<file path="src/rtl/de2_key_debouncer_if.sv">
// Signal bundle between the raw DE2 KEY pins and the conditioned key events.
// master drives the raw pins; slave is the debouncer producing clean levels and pulses.
interface de2_key_debouncer_if #(
  parameter int NUM_KEYS = 4
);
  logic [NUM_KEYS-1:0] KEY_n;
  logic [NUM_KEYS-1:0] key_state;
  logic [NUM_KEYS-1:0] key_press;
  logic [NUM_KEYS-1:0] key_release;
  logic [NUM_KEYS-1:0] key_repeat;

  modport master (
    output KEY_n,
    input  key_state, key_press, key_release, key_repeat
  );

  modport slave (
    input  KEY_n,
    output key_state, key_press, key_release, key_repeat
  );
endinterface

</file>
<file path="src/rtl/de2_key_debouncer.sv">
// Per-key synchronizer, debouncer and auto-repeat generator for the active-low DE2 pushbuttons.
// Every channel is independent; all outputs come straight from flops.
module de2_key_debouncer #(
  parameter int NUM_KEYS        = 4,
  parameter int DEBOUNCE_CYCLES = 1000000,
  parameter int REPEAT_DELAY    = 25000000,
  parameter int REPEAT_PERIOD   = 5000000
) (
  input  logic               CLOCK_50,
  input  logic               RST,
  de2_key_debouncer_if.slave bus
);

  localparam int DB_W    = $clog2(DEBOUNCE_CYCLES);
  localparam int REP_MAX = (REPEAT_DELAY > REPEAT_PERIOD) ? REPEAT_DELAY : REPEAT_PERIOD;
  localparam int HOLD_W  = $clog2(REP_MAX + 1);

  localparam logic [DB_W-1:0]   DB_ZERO    = DB_W'(0);
  localparam logic [DB_W-1:0]   DB_ONE     = DB_W'(1);
  localparam logic [DB_W-1:0]   DB_LAST    = DB_W'(DEBOUNCE_CYCLES - 1);
  localparam logic [HOLD_W-1:0] HOLD_ZERO  = HOLD_W'(0);
  localparam logic [HOLD_W-1:0] HOLD_ONE   = HOLD_W'(1);
  localparam logic [HOLD_W-1:0] HOLD_MAX   = {HOLD_W{1'b1}};
  localparam logic [HOLD_W-1:0] FIRST_TICK = HOLD_W'(REPEAT_DELAY);
  localparam logic [HOLD_W-1:0] NEXT_TICK  = HOLD_W'(REPEAT_PERIOD);
  localparam logic              REPEAT_EN  = (REPEAT_DELAY != 0);

  for (genvar k = 0; k < NUM_KEYS; k++) begin : g_key
    logic [1:0]        sync_r;
    logic [DB_W-1:0]   db_cnt_r, db_cnt_s;
    logic [HOLD_W-1:0] hold_r, hold_s;
    logic              phase_r, phase_s;
    logic              state_r, state_s;
    logic              press_r, press_s;
    logic              release_r, release_s;
    logic              repeat_r, repeat_s;
    logic              sample_s;
    logic [HOLD_W-1:0] target_s;

    assign sample_s = ~sync_r[1];

    // Debounce acceptance and repeat scheduling for this key
    always_comb begin
      db_cnt_s  = db_cnt_r;
      state_s   = state_r;
      press_s   = 1'b0;
      release_s = 1'b0;
      repeat_s  = 1'b0;
      hold_s    = hold_r;
      phase_s   = phase_r;
      target_s  = phase_r ? NEXT_TICK : FIRST_TICK;

      if (sample_s == state_r) begin
        db_cnt_s = DB_ZERO;
      end else if (db_cnt_r == DB_LAST) begin
        db_cnt_s  = DB_ZERO;
        state_s   = sample_s;
        press_s   = sample_s;
        release_s = ~sample_s;
      end else begin
        db_cnt_s = db_cnt_r + DB_ONE;
      end

      // Any flip, or a released key, restarts the repeat schedule with no pulse
      if ((state_s != state_r) || !state_r) begin
        hold_s  = HOLD_ZERO;
        phase_s = 1'b0;
      end else if (hold_r == HOLD_MAX) begin
        hold_s = hold_r;
      end else if (REPEAT_EN && ((hold_r + HOLD_ONE) == target_s)) begin
        repeat_s = 1'b1;
        hold_s   = HOLD_ZERO;
        phase_s  = 1'b1;
      end else begin
        hold_s = hold_r + HOLD_ONE;
      end
    end

    // Synchronizer, counters and registered outputs for this key
    always_ff @(posedge CLOCK_50 or posedge RST) begin
      if (RST) begin
        sync_r    <= 2'b11;
        db_cnt_r  <= DB_ZERO;
        hold_r    <= HOLD_ZERO;
        phase_r   <= 1'b0;
        state_r   <= 1'b0;
        press_r   <= 1'b0;
        release_r <= 1'b0;
        repeat_r  <= 1'b0;
      end else begin
        sync_r    <= {sync_r[0], bus.KEY_n[k]};
        db_cnt_r  <= db_cnt_s;
        hold_r    <= hold_s;
        phase_r   <= phase_s;
        state_r   <= state_s;
        press_r   <= press_s;
        release_r <= release_s;
        repeat_r  <= repeat_s;
      end
    end

    assign bus.key_state[k]   = state_r;
    assign bus.key_press[k]   = press_r;
    assign bus.key_release[k] = release_r;
    assign bus.key_repeat[k]  = repeat_r;
  end

endmodule

</file>
<file path="src/flat_wrapper.sv">
// flat-port wrapper written by rule: the top's interface ports become plain ports
module de2_key_debouncer_flat 
#(
  parameter int NUM_KEYS        = 4,
  parameter int DEBOUNCE_CYCLES = 1000000,
  parameter int REPEAT_DELAY    = 25000000,
  parameter int REPEAT_PERIOD   = 5000000
)
  (CLOCK_50, RST, bus_KEY_n, bus_key_state, bus_key_press, bus_key_release, bus_key_repeat);
  de2_key_debouncer_if #(.NUM_KEYS(NUM_KEYS)) bus_i ();
  input  logic CLOCK_50;
  input  logic RST;
  input wire logic [$bits(bus_i.KEY_n)-1:0] bus_KEY_n;
  output wire logic [$bits(bus_i.key_state)-1:0] bus_key_state;
  output wire logic [$bits(bus_i.key_press)-1:0] bus_key_press;
  output wire logic [$bits(bus_i.key_release)-1:0] bus_key_release;
  output wire logic [$bits(bus_i.key_repeat)-1:0] bus_key_repeat;
  assign bus_i.KEY_n = bus_KEY_n;
  assign bus_key_state = bus_i.key_state;
  assign bus_key_press = bus_i.key_press;
  assign bus_key_release = bus_i.key_release;
  assign bus_key_repeat = bus_i.key_repeat;
  de2_key_debouncer #(.NUM_KEYS(NUM_KEYS), .DEBOUNCE_CYCLES(DEBOUNCE_CYCLES), .REPEAT_DELAY(REPEAT_DELAY), .REPEAT_PERIOD(REPEAT_PERIOD)) u_core (.CLOCK_50(CLOCK_50), .RST(RST), .bus(bus_i));
endmodule
</file>
<file path="config.mk">
export PLATFORM = sky130hd
export DESIGN_NAME = de2_key_debouncer_flat
export DESIGN_NICKNAME = d
export VERILOG_FILES = /design/src/rtl/de2_key_debouncer_if.sv /design/src/rtl/de2_key_debouncer.sv /design/src/flat_wrapper.sv
export SDC_FILE = /design/constraint.sdc
export NUM_CORES = 1
export LEC_CHECK = 0
export CORE_ASPECT_RATIO = 0.6
export CORE_UTILIZATION = 63
export CTS_CLUSTER_SIZE = 8
export DETAILED_ROUTE_END_ITERATION = 8
export HOLD_SLACK_MARGIN = 0.1
export PLACE_DENSITY = 0.8
export REMOVE_ABC_BUFFERS = 1
export SLEW_MARGIN = 5
export SYNTH_ARGS = -nofsm -noshare
export SYNTH_HDL_FRONTEND = slang
export SYNTH_SLANG_ARGS = --single-unit
</file>
<file path="constraint.sdc">
create_clock -name CLOCK_50 -period 8.7 [get_ports CLOCK_50]
set_input_delay 1.74 -clock CLOCK_50 [delete_from_list [all_inputs] [get_ports CLOCK_50]]
set_output_delay 1.74 -clock CLOCK_50 [all_outputs]
set_load 0.01 [all_outputs]
</file>
==> results <==
- Together, buffers and inverters on the worst path number 1.
- The met3 layer wire length in the routed design is 2130 microns.
- The average cell area after synthesis is 9.26 sq um.
- The count of input and output buffers is 21.
- The final setup violation count is 0.
- The startpoint of the worst setup timing path is u_core.g_key[1].hold_r[7].
- At the worst endpoint, the arrival time is 4420 ps.
- After the first detailed-routing iteration, the DRC count stood at 1,233.
- The number of distinct standard cells referenced by the synthesized netlist is 82.
- The library cells used most frequently in the layout, excluding fill and tap cells, are sky130_fd_sc_hd__dfrtp_1, sky130_fd_sc_hd__nor2_1, sky130_fd_sc_hd__nand2_1.
- For this block, wires on met1 add up to 13,100 microns.
- The share of the Yosys chip area taken by registers is around 44%.
- Ranked by total cell area, the synthesized netlist is headed by sky130_fd_sc_hd__dfrtp_1, sky130_fd_sc_hd__xor2_1, sky130_fd_sc_hd__xnor2_1.
- The via density per instance is 6.29.
- The cell area that synthesis handed to floorplanning was between 10,000 and 15,000 sq um.
- The number of antenna repair diodes is 0.
- The first-pass detailed-route iteration total is 8.
- The half-perimeter wire length after placement is 17,300 microns.
- For this run, the slowest stage of the critical path takes 870 ps.
- Routability-driven placement finished with a final weighted congestion of between 0.9 and 1.
- The slew at the pin with the worst max-slew slack is 1110 ps.
- The count of flip-flops with a built-in enable after synthesis is 0.
- The worst ir drop on vdd is 0.000159 V.
- The leftover overflow at the end of global routing is 0.
- The clock reaches the later pin of the worst-skew pair after 530 ps.
- The share of the clock period used by the worst path after layout is 45.8%.
- The tightest slew margin relative to the limit is 25.2%.
- The post-route netlist has 7.25% of its cells at a drive strength greater than 1.
- Wire segments on met2 add up to 10,500 microns in the final route.
- In this run the deepest clock path goes through 3 buffers.
- The final count of hold timing violations is 0.
- The worst path in the final design needs a cycle of 3980 ps, including I/O delays and setup.
- TritonCTS built the clock tree.
- The TritonCTS sink count is roughly 210.
- The slowest stage cell on the critical path is sky130_fd_sc_hd__a2111oi_4.
- For this run, design rule violations remaining after detail routing come to 1.
- The number of buffers inserted to repair setup after CTS is 0.
- Synthesis inferred 208 register bits.
- The signal on the critical path passes through nand4_1 > or4_4 > nor3_4 > xnor2_1 > or4_4 > a2111oi_4 > buf_4 > nor3b_2.
- At the end of the flow the core is filled with cells to just over 70%.
- The worst min-delay path startpoint is u_core.g_key[0].sync_r[0].
- The largest total area in the synthesized netlist belongs to sky130_fd_sc_hd__dfrtp_1.
- In this run the worst path has a maximum fanout of 12.
- The final layout contains routed wiring with a total length of about 26,000 microns.
- The clock-pin slew reported for the worst setup and hold paths after clock tree synthesis is 50 ps.
- The initial standard-cell utilization of the core is 65.3%.
- The number of primary I/O pins is 22.
- The post-cts resize count is 0.
- The critical path's most frequent cell is sky130_fd_sc_hd__or4_4.
- The required time of the worst setup path is 9140 ps.
- From left edge to right edge, the die measures 180 microns.
- The number of buffers created by CTS is 29.
- The cell family contributing the most delay on the critical path is simple AND/OR/NAND/NOR gates.
- The detailed router used layers up to and including met4.
- In the final timing run, aggregate negative setup slack is 0 ps.
- The initial antenna violation count came to 0.
- The total routing resource utilization after global routing is 27.1%.
- The worst setup path is captured at a flip-flop.
- The cell count after synthesis came out at 1,290.
- Yosys printed 0 warnings.
- The largest net degree at the start of global routing is 141.
- The final reports fail on DRC.
- The global-route wire length before repair is 43,600 microns.
- The count of vias placed by the detailed router is 9,580.
- The via count of the first global-routing pass is roughly 8,400.
- The worst hold slack is between 300 and 400 ps.
- The startpoint-to-endpoint class of the critical path is reg -> reg.
- Derived from the worst setup path, the maximum achievable clock frequency is 251 MHz.
- The final clock skew is around 14 ps.
- The placeable core region is 18,300 sq um.
- For this design the ratio of total power to cell area is 158 nW/um^2.
- At the end of the flow, the number of nets in the layout was 1,276.
- The library cell used most frequently in the layout, excluding fill and tap cells, is sky130_fd_sc_hd__dfrtp_1.
- Clock tree synthesis selected as its root buffer the cell sky130_fd_sc_hd__clkbuf_16.
- Max-cap violations in this run came to 0.
- The die is 109 microns tall.
- The worst register-to-register path begins at u_core.g_key[1].hold_r[7].
- Counting flops with an async set or reset pin after synthesis yields a share of 100%.
- The portion of synthesized cell area occupied by the leading cell type is 41.9%.
- Setup repair after global routing left no endpoint under its margin.
- The flow ran to the end, but the final reports show violations.
- Relative to the synthesized area, the layout overhead comes to 7.85%.
- The count of pins over their slew limit was 0.
- The path class of the tightest hold or removal check is reg -> reg.
- The flip-flop cell with the highest count after synthesis is sky130_fd_sc_hd__dfrtp_1.
- The die area is 19,500 sq um.
- The number of rows in the core area is 38.
- The number of hold-repair buffers added at the cts stage is 0.
- The type of element launching the critical path is a flip-flop.
- The count of antenna-violating nets left after detailed routing is 0.
- The filler cell count is between 1,000 and 1,500.
- The number of H-tree branching levels is 1.
- The mean routed wirelength per cell is around 17 microns.
- The analysis attributes to cell leakage a power of 4.87 nW.
[flip-flops by register name (all words and copies together) (netlist names)]
name,count
u_core.g_key.phase_r,4
u_core.g_key.db_cnt_r,80
u_core.g_key.repeat_r,4
u_core.g_key.state_r,4
u_core.g_key.sync_r,8
u_core.g_key.hold_r,100
u_core.g_key.press_r,4
u_core.g_key.release_r,4
[Yosys cell counts, types with 8 or more instances]
cell,count
sky130_fd_sc_hd__a2111oi_0,8
sky130_fd_sc_hd__a211oi_1,31
sky130_fd_sc_hd__a211oi_2,14
sky130_fd_sc_hd__a21oi_1,45
sky130_fd_sc_hd__a31oi_1,9
sky130_fd_sc_hd__and2_1,11
sky130_fd_sc_hd__and3_1,31
sky130_fd_sc_hd__and4_1,13
sky130_fd_sc_hd__buf_2,19
sky130_fd_sc_hd__buf_4,18
sky130_fd_sc_hd__clkbuf_1,43
sky130_fd_sc_hd__dfrtp_1,200
sky130_fd_sc_hd__dfstp_2,8
sky130_fd_sc_hd__ha_1,8
sky130_fd_sc_hd__inv_1,26
sky130_fd_sc_hd__nand2_1,96
sky130_fd_sc_hd__nand2b_1,9
sky130_fd_sc_hd__nand3_1,86
sky130_fd_sc_hd__nand4_1,51
sky130_fd_sc_hd__nor2_1,148
sky130_fd_sc_hd__nor3_1,38
sky130_fd_sc_hd__nor3b_1,10
sky130_fd_sc_hd__nor4_1,26
sky130_fd_sc_hd__o21ai_0,24
sky130_fd_sc_hd__or3_1,18
sky130_fd_sc_hd__or4_1,18
sky130_fd_sc_hd__xnor2_1,77
sky130_fd_sc_hd__xor2_1,85
[stage by stage]
stage	power (mW)	worst slack, ps	std cells	cell area [sq um]
after global placement	1.04	4790	1471	12100
after detailed placement	1.04	4740	1471	12100
final	2.03	4720	1522	12900
after floorplan	1.02	1290	1205	11500
after global routing	2.10	4460	1522	12900
after CTS	2.05	4780	1522	12900
[cell families (layout without fill, tap and decap cells)]
family / after synthesis / in the layout / share of synthesized area, %
muxes: 3 / 3 / 0.262
xor gates and xnor gates: 162 / 162 / 11.9
AOI/OAI and AO/OA: 186 / 186 / 11.3
and+or+nand+nor: 612 / 612 / 27.7
buffers and inverters: 111 / 103 / 4.38
adders and majority gates: 8 / 8 / 0.838
DFF: 208 / 208 / 43.6
[metal layers]
layer  vias to the layer above  global-route usage [%]
li1                       4575                       -
met1                      4572                    44.1
met2                       397                    37.0
met3                        36                    5.31
met4                         0                    4.99
met5                         -                       0
[path summary, 6_finish.rpt]
check,to,slack [ps],cells past startpoint
worst min register to register,u_core.g_key[0].sync_r[1],350,0
worst max-delay path,u_core.g_key[1].repeat_r,4720,8
worst max register to register,u_core.g_key[1].repeat_r,4720,8
max in group asynchronous,u_core.g_key[3].db_cnt_r[6],5420,3
min in group asynchronous,u_core.g_key[0].hold_r[2],1790,2
worst min-delay path,u_core.g_key[0].sync_r[1],350,0
[cell type report]
| cell class | count | area (sq um) | share of cell area, % |
|---|---|---|---|
| multi-input combinational | 971 | 6210 | 48.2 |
| sequential | 208 | 5220 | 40.5 |
| timing repair buffer | 26 | 248 | 1.92 |
| inverter | 26 | 105 | 0.816 |
| tap | 240 | 300 | 2.33 |
| clock buffer | 51 | 808 | 6.27 |
[report_power, final]
part | switching [mW] | total (mW) | internal [mW]
clock | 0.395 | 1.01 | 0.616
sequential | 0.00609 | 0.983 | 0.977
combinational | 0.0283 | 0.0360 | 0.00773
[worst register-to-register path: cells and delay by family (launching register included)]
kind                      cells  cell delay [ps]
and+or+nand+nor               5             2060
xor gates and xnor gates      1              110
AOI/OAI and AO/OA             1              870
DFF                           1              480
buffers and inverters         1              390
Note: power is estimated with default switching activity, not from simulation.
